## src/rtl/gate_controller.sv

```systemverilog
// gate_controller: parking front end. Debounces the four vehicle-loop sensors,
// runs one barrier FSM per gate and emits car_in / car_out event pulses.
// Optional feature macro PASS_TIMEOUT_EN: a barrier left waiting in WAIT_PASS
// for PASS_TIMEOUT cycles closes without a pulse and sets sticky timeout_flag.
module gate_controller #(
  parameter int unsigned DEBOUNCE_CYCLES = 4,
  parameter int unsigned TRAVEL_CYCLES   = 8,
  parameter int unsigned PASS_TIMEOUT    = 64
) (
  input  logic clk,
  input  logic rst,
  input  logic entry_arrive,
  input  logic entry_pass,
  input  logic exit_arrive,
  input  logic exit_pass,
  input  logic parking_full,
  output logic car_in,
  output logic car_out,
  output logic entry_gate_open,
  output logic exit_gate_open,
  output logic entry_denied,
  output logic timeout_flag
);

  localparam int unsigned DW      = $clog2(DEBOUNCE_CYCLES + 1);
  // One counter per gate times both travel and the pass timeout; without the
  // timeout feature its upper bits never toggle and are trimmed away.
  localparam int unsigned CNT_MAX = (TRAVEL_CYCLES > PASS_TIMEOUT) ? TRAVEL_CYCLES : PASS_TIMEOUT;
  localparam int unsigned CW      = $clog2(CNT_MAX + 1);

  localparam int unsigned S_EN_ARR  = 0;
  localparam int unsigned S_EN_PASS = 1;
  localparam int unsigned S_EX_ARR  = 2;
  localparam int unsigned S_EX_PASS = 3;

  typedef enum logic [1:0] {IDLE, OPENING, WAIT_PASS, CLOSING} gate_state_e;

  logic [3:0]    raw;
  logic [3:0]    sync1_q, sync2_q, deb_q;
  logic [DW-1:0] dcnt_q [4];
  logic          en_pass_prev_q, ex_pass_prev_q;
  logic          en_pass_rise, ex_pass_rise;

  gate_state_e   en_state_q, ex_state_q;
  logic [CW-1:0] en_cnt_q, ex_cnt_q;
  logic          en_open_q, ex_open_q, en_denied_q;
  logic          en_req, ex_req, en_tmo, ex_tmo;

  logic          car_in_q, car_out_q, in_pending_q;

  assign raw = {exit_pass, exit_arrive, entry_pass, entry_arrive};

  // Synchronize, debounce and keep the previous debounced pass levels.
  always_ff @(posedge clk or posedge rst) begin
    if (rst) begin
      sync1_q        <= '0;
      sync2_q        <= '0;
      deb_q          <= '0;
      en_pass_prev_q <= 1'b0;
      ex_pass_prev_q <= 1'b0;
      for (int unsigned i = 0; i < 4; i++) dcnt_q[i] <= '0;
    end else begin
      sync1_q        <= raw;
      sync2_q        <= sync1_q;
      en_pass_prev_q <= deb_q[S_EN_PASS];
      ex_pass_prev_q <= deb_q[S_EX_PASS];
      for (int unsigned i = 0; i < 4; i++) begin
        if (sync2_q[i] == deb_q[i]) begin
          dcnt_q[i] <= '0;
        end else if (dcnt_q[i] == DW'(DEBOUNCE_CYCLES - 1)) begin
          deb_q[i]  <= sync2_q[i];
          dcnt_q[i] <= '0;
        end else begin
          dcnt_q[i] <= dcnt_q[i] + DW'(1);
        end
      end
    end
  end

  assign en_pass_rise = deb_q[S_EN_PASS] & ~en_pass_prev_q;
  assign ex_pass_rise = deb_q[S_EX_PASS] & ~ex_pass_prev_q;
  assign en_req       = (en_state_q == WAIT_PASS) && en_pass_rise;
  assign ex_req       = (ex_state_q == WAIT_PASS) && ex_pass_rise;

`ifdef PASS_TIMEOUT_EN
  logic timeout_q;

  assign en_tmo = (en_state_q == WAIT_PASS) && !en_pass_rise && (en_cnt_q == CW'(PASS_TIMEOUT - 1));
  assign ex_tmo = (ex_state_q == WAIT_PASS) && !ex_pass_rise && (ex_cnt_q == CW'(PASS_TIMEOUT - 1));

  // Sticky record that a barrier was forced closed.
  always_ff @(posedge clk or posedge rst) begin
    if (rst)                  timeout_q <= 1'b0;
    else if (en_tmo || ex_tmo) timeout_q <= 1'b1;
  end

  assign timeout_flag = timeout_q;
`else
  assign en_tmo       = 1'b0;
  assign ex_tmo       = 1'b0;
  assign timeout_flag = 1'b0;
`endif

  // Entry barrier FSM; parking_full only gates the IDLE -> OPENING decision.
  always_ff @(posedge clk or posedge rst) begin
    if (rst) begin
      en_state_q  <= IDLE;
      en_cnt_q    <= '0;
      en_open_q   <= 1'b0;
      en_denied_q <= 1'b0;
    end else begin
      case (en_state_q)
        IDLE: begin
          en_cnt_q <= '0;
          if (en_denied_q) begin
            // Refusal is withdrawn first; the barrier may open on the next edge.
            if (!deb_q[S_EN_ARR] || !parking_full) en_denied_q <= 1'b0;
          end else if (deb_q[S_EN_ARR]) begin
            if (parking_full) begin
              en_denied_q <= 1'b1;
            end else begin
              en_state_q <= OPENING;
              en_open_q  <= 1'b1;
            end
          end
        end
        OPENING: begin
          if (en_cnt_q == CW'(TRAVEL_CYCLES - 1)) begin
            en_state_q <= WAIT_PASS;
            en_cnt_q   <= '0;
          end else begin
            en_cnt_q <= en_cnt_q + CW'(1);
          end
        end
        WAIT_PASS: begin
          if (en_req || en_tmo) begin
            en_state_q <= CLOSING;
            en_open_q  <= 1'b0;
            en_cnt_q   <= '0;
          end else begin
`ifdef PASS_TIMEOUT_EN
            en_cnt_q <= en_cnt_q + CW'(1);
`else
            en_cnt_q <= '0;
`endif
          end
        end
        default: begin
          if (en_cnt_q == CW'(TRAVEL_CYCLES - 1)) begin
            en_state_q <= IDLE;
            en_cnt_q   <= '0;
          end else begin
            en_cnt_q <= en_cnt_q + CW'(1);
          end
        end
      endcase
    end
  end

  // Exit barrier FSM; never refused.
  always_ff @(posedge clk or posedge rst) begin
    if (rst) begin
      ex_state_q <= IDLE;
      ex_cnt_q   <= '0;
      ex_open_q  <= 1'b0;
    end else begin
      case (ex_state_q)
        IDLE: begin
          ex_cnt_q <= '0;
          if (deb_q[S_EX_ARR]) begin
            ex_state_q <= OPENING;
            ex_open_q  <= 1'b1;
          end
        end
        OPENING: begin
          if (ex_cnt_q == CW'(TRAVEL_CYCLES - 1)) begin
            ex_state_q <= WAIT_PASS;
            ex_cnt_q   <= '0;
          end else begin
            ex_cnt_q <= ex_cnt_q + CW'(1);
          end
        end
        WAIT_PASS: begin
          if (ex_req || ex_tmo) begin
            ex_state_q <= CLOSING;
            ex_open_q  <= 1'b0;
            ex_cnt_q   <= '0;
          end else begin
`ifdef PASS_TIMEOUT_EN
            ex_cnt_q <= ex_cnt_q + CW'(1);
`else
            ex_cnt_q <= '0;
`endif
          end
        end
        default: begin
          if (ex_cnt_q == CW'(TRAVEL_CYCLES - 1)) begin
            ex_state_q <= IDLE;
            ex_cnt_q   <= '0;
          end else begin
            ex_cnt_q <= ex_cnt_q + CW'(1);
          end
        end
      endcase
    end
  end

  // Event pulses: car_out wins a tie, car_in is deferred one cycle.
  always_ff @(posedge clk or posedge rst) begin
    if (rst) begin
      car_in_q     <= 1'b0;
      car_out_q    <= 1'b0;
      in_pending_q <= 1'b0;
    end else begin
      car_out_q <= ex_req;
      if (ex_req) begin
        car_in_q     <= 1'b0;
        in_pending_q <= in_pending_q | en_req;
      end else begin
        car_in_q     <= in_pending_q | en_req;
        in_pending_q <= 1'b0;
      end
    end
  end

  assign car_in          = car_in_q;
  assign car_out         = car_out_q;
  assign entry_gate_open = en_open_q;
  assign exit_gate_open  = ex_open_q;
  assign entry_denied    = en_denied_q;

endmodule

```

## config.mk

```make
export PLATFORM = sky130hd
export DESIGN_NAME = gate_controller
export DESIGN_NICKNAME = d
export VERILOG_FILES = /design/src/rtl/gate_controller.sv
export SDC_FILE = /design/constraint.sdc
export NUM_CORES = 1
export LEC_CHECK = 0
export CAP_MARGIN = 20
export CORE_MARGIN = 2
export CORE_UTILIZATION = 62
export CTS_BUF_LIST = sky130_fd_sc_hd__clkbuf_16
export DETAILED_ROUTE_END_ITERATION = 6
export PLACE_DENSITY = 0.82
export SLEW_MARGIN = 25
export SYNTH_ARGS = -nofsm -noshare
export SYNTH_HDL_FRONTEND = slang
export SYNTH_SLANG_ARGS = --single-unit
```

## constraint.sdc

```tcl
create_clock -name clk -period 4.21 [get_ports clk]
set_input_delay 0.6315 -clock clk [delete_from_list [all_inputs] [get_ports clk]]
set_output_delay 0.6315 -clock clk [all_outputs]
set_load 0.05 [all_outputs]
```

## After elaboration in Yosys (flattened, before gate mapping)

Cells that the tools add are included.

- Bitwise logic cells: 9
- Muxes and demuxes: 38
- Equality and inequality tests: 22
- Add/sub/neg operators: 6
- Reductions and logical operators: 21

Operator list:

| cell | number |
|---|---|
| $mux W7 | 4 |
| $mux W3 | 8 |
| $mux W2 | 10 |
| $ne A2 B2 Y1 const B | 8 |
| $add A7 B1 Y7 const B | 2 |
| $eq A7 B3 Y1 const B | 2 |
| $add A3 B1 Y3 const B | 4 |
| $eq A3 B2 Y1 const B | 4 |
| $mux W1 | 12 |
| $pmux W2 S3 | 2 |
| $reduce_and A2 Y1 | 4 |
| $not A1 Y1 | 6 |
| $reduce_and A6 Y1 | 1 |
| $reduce_bool A3 Y1 | 2 |
| $reduce_and A5 Y1 | 1 |
| $eq A1 B1 Y1 | 4 |
| $eq A2 B1 Y1 const B | 2 |
| $eq A2 B2 Y1 const B | 2 |
| $logic_not A2 Y1 | 2 |
| $pmux W1 S2 | 2 |
| $reduce_and A4 Y1 | 1 |
| $reduce_bool A2 Y1 | 2 |
| $reduce_or A2 Y1 | 2 |
| $reduce_and A3 Y1 | 1 |
| 5 further kinds | 8 |

- Word-level logic and storage cells: 118
- Bits of input ports: 7
- Register bits after elaboration: 50
- Output and inout port bits: 6

## Logic depth before layout (Yosys ltp)

- Word-level depth: 5
- Mapped depth: 7

## Least setup slack after synthesis

Ideal clock, no wire load.

- Kind: register -> register
- Start: register en_denied_q (netlist: entry_denied)
- End: register en_state_q[1]
- Data arrival time: 1623 ps
- Data required time: 4083 ps
- Clock period less this slack: 1751 ps
- Path buffers: 0
- Setup slack: 2459 ps
- Cell stages (with the launch flop): 5
- Setup time: 127 ps
- Cells stage by stage: dfrtp_1 > or3b_1 > a22oi_2 > a21boi_2 > mux2_1

- Word-level cells in the longest chain between the ends: 2

Ends and longest elaborated chain:

| item | RTL line | text |
|---|---|---|
| from (decl) | 46 | `logic en_open_q, ex_open_q, en_denied_q;` |
| from (signal assigned) | 110 | `en_denied_q <= 1'b0;` |
| from (signal assigned) | 117 | `if (!deb_q[S_EN_ARR] \|\| !parking_full) en_denied_q <= 1'b0;` |
| from (signal assigned) | 120 | `en_denied_q <= 1'b1;` |
| $ne A2 B2 Y1 (no line) | n/a |  |
| $reduce_and A6 Y1 (no line) | n/a |  |
| to (signal assigned) | 107 | `en_state_q <= IDLE;` |
| to (signal assigned) | 122 | `en_state_q <= OPENING;` |
| to (signal assigned) | 129 | `en_state_q <= WAIT_PASS;` |
| to (decl) | 44 | `gate_state_e en_state_q, ex_state_q;` |

Every way passes these cells.
A chain may end at the register's enable or synchronous reset.

## Worst setup path in the final report

- Start: register en_denied_q (netlist: entry_denied)
- End: output port entry_denied

RTL lines:

| item | RTL line | text |
|---|---|---|
| to (decl) | 21 | `output logic entry_denied,` |

No word-level cell between the ends.

==> results.yml <==
floorplan:
  start_util_pct: 63.8
  dieArea_um2: 3860
  ioPinCount: 13
  die-width_um: 62.1
  die_y_um: 62.1
  core_um2: 3280
  core.rowCount: 21
critical_path:
  max_stage_delay_ns: 0.85
  cp.depth: 1
  ff2ff_path_depth: 6
  required_ns: 3.58
  crit_path_end_kind: "output pin"
  r2r_slack_ns: 2.33
  cp_cell_sequence: "clkdlybuf4s50_1"
  rr_startpoint: "en_state_q[0]$_DFFE_PP0P_"
  crit_start: "entry_denied$_DFFE_PP0N_"
  crit_type: "reg -> out"
  worst-path-buf-inv: 1
  critPathTopFamily: "buffers and inverters"
  slowest_stage: "clkdlybuf4s50_1"
  crit_fanout: 4
  r2r-end: "en_state_q[1]$_DFFE_PP0P_"
  start_kind: "flop"
  crit_arrival_ns: 1.55
sta:
  rsz0062_at_grt: "no"
  finalClockSkew_ns: 0.00990
  fin_crit_sh_pct: 51.7
  setup_tns_ns: 0
  hold_viol: 0
  setup_viol: 0
  relSlewSlack_pct: 44.1
  fin_crit_ns: 2.18
  holdWs_ns: 0.342
  fmax_mhz: 459
  worst_slew_pin_slew_ns: 0.838
  finalMaxSlewViolations: 0
synth:
  yosysTopAreaCellShare_pct: 59.7
  syn-num-nets: 194
  yosysTopAreaCell: "dfrtp_1"
  synth-seq-cells: 50
  synth.cell_area_um2: 2090
  synthTopCellsByArea: "dfrtp_1, ha_1, xnor2_1"
  synth_cell_types: 33
  yosys_warnings: 0
  synth_seq_area_share_pct: 59.7
  avgSynthCellArea_um2: 12.0
  synth_cells: 175
layout:
  layout_commonest_cell: "dfrtp_1"
  fin_nets: 210
  stdcell_count: 238
  diodes: 0
  layout-drive-gt1-share_pct: 9.90
  nFillCells: 212
  area_growth_pct: 15.6
  multiInputGateArea_um2: 797
  final_cell_mix: "dfrtp_1, nor2_1, ha_1"
  fin_area_um2: 2420
  regArea_um2: 1250
drt:
  firstDrtPassIters: 4
  drc: 0
  routed_via_density: 5.41
  drt-total-wl_um: 3540
  post_drt_wl_per_cell_um: 14.9
  drtIter0Drc: 62
  ant_nets: 0
  via_count: 1287
global_route:
  grt_max_degree: 51
  grt_first_pass_wirelength_um: 6260
  grt_antenna_before_repair: 0
  grt_usage_pct: 21.3
  grt_pass1_vias: 1399
  grt-ovfl-total: 0
clock_tree:
  clkSinkCount: 50
  cts_tree: "yes"
  cts_root_buffer: "clkbuf_16"
  postCtsSetupBuffers: 0
  path_clk_slew_ns: 0.07
  cts_buffer_depth: 2
  htree_levels: 2
  cts_hold_buf: 0
  numCtsBuffers: 5
  cts_resized: 0
  clk_latency_ns: 0.29
worst_hold_path:
  whs_path_depth: 0
  hold_end: "sync2_q[1]$_DFF_PP0_"
  hold_class: "reg -> reg"
  min_from: "sync1_q[1]$_DFF_PP0_"
job:
  drv_cap: 0
place:
  place.port_buffers: 11
  place.gp.congestion: 0.778
  place_area_um2: 2250
  dp_cells: 230
  dpl.hpwl_um: 2320
power:
  irDropWorstVdd_mv: 0.385
  p_leak_nw: 1.12
  power.density_nw_per_um2: 701
run_status:
  status: "finished clean"
[Yosys cell counts]
| cell type | n |
|---|---|
| a21boi_0 | 1 |
| a21boi_2 | 1 |
| a21oi_1 | 6 |
| a22oi_2 | 1 |
| a2bb2oi_1 | 1 |
| a31o_1 | 1 |
| a31oi_1 | 2 |
| and3_1 | 3 |
| buf_2 | 1 |
| buf_4 | 1 |
| conb_1 | 1 |
| dfrtp_1 | 50 |
| ha_1 | 12 |
| inv_1 | 9 |
| mux2_1 | 1 |
| mux2_2 | 4 |
| nand2_1 | 7 |
| nand2b_1 | 2 |
| nand3_1 | 8 |
| nor2_1 | 14 |
| nor2b_1 | 8 |
| nor3_1 | 11 |
| nor3b_1 | 5 |
| nor4_1 | 1 |
| o21ai_0 | 4 |
| o22ai_1 | 1 |
| o22ai_2 | 1 |
| or2_2 | 1 |
| or2_4 | 1 |
| or3b_1 | 1 |
| or4_4 | 1 |
| xnor2_1 | 9 |
| xor2_1 | 5 |
[registers in the layout, summed over array words and instances, names as in the netlist]
signal,count
car_in,1
entry_gate_open,1
dcnt_q,12
ex_pass_prev_q,1
en_state_q,2
car_out,1
in_pending_q,1
deb_q,4
ex_state_q,2
ex_cnt_q,7
exit_gate_open,1
sync2_q,4
sync1_q,4
entry_denied,1
en_pass_prev_q,1
en_cnt_q,7
[final cells by class]
type                       count  area share, %
tap                           46           2.38
multi-input combinational    114           32.9
inverter                       9           1.45
timing repair buffer          11           4.55
sequential                    50           51.7
clock inverter                 3           1.86
clock buffer                   5           5.17
[where the power goes]
group / leakage, nW / switching [mW] / internal, mW
registers: 0.632 / 0.0970 / 0.608
clock network: 0.0760 / 0.174 / 0.280
logic: 0.407 / 0.303 / 0.236
total: 1.12 / 0.574 / 1.12
[how the worst max path moves through the flow]
stage | end | slack [ns]
global placement | en_state_q[1]$_DFFE_PP0P_ | 2.02
floorplan | car_in$_DFF_PP0_ | 2.38
global route | entry_denied | 2.02
CTS | entry_denied | 2.04
finish | entry_denied | 2.03
detailed placement | en_state_q[1]$_DFFE_PP0P_ | 1.97
[metrics by stage]
| step | total power, mW | worst slack, ns | utilization, % |
|---|---|---|---|
| 6_report | 1.70 | 2.03 | 73.7 |
| 3_3_place_gp | 1.19 | 2.02 | 68.5 |
| 4_1_cts | 1.71 | 2.04 | 73.7 |
| 2_1_floorplan | 1.10 | 2.38 | - |
| 3_5_place_dp | 1.25 | 1.97 | 68.5 |
| 5_1_grt | 1.81 | 2.02 | 73.7 |
[cell families (layout without fill, tap and decap cells)]
family                   Yosys count  in the layout  synth area share [%]
flip-flops                        50             50                  59.7
buffers and inverters             11             28                  2.21
other                              1              1                 0.179
XOR/XNOR                          14             14                  5.85
AND/OR/NAND/NOR                   63             63                  16.0
AO/OA/AOI/OAI                     19             19                  6.21
adder cells (fa/ha/maj)           12             12                  7.17
multiplexers                       5              5                  2.69
[layer usage]
metal  share of wire (%)  global-route usage (%)  vias up  wire length (um)
met2                  54                    38.9       16              1920
met3                 2.8                    6.16        8               100
met4                 2.3                    8.61        0                81
met5                   0                       0        -                 0
met1                  41                    23.2      642              1440
li1                    -                       -      621                 -
Power figures use the tool's default switching activity.
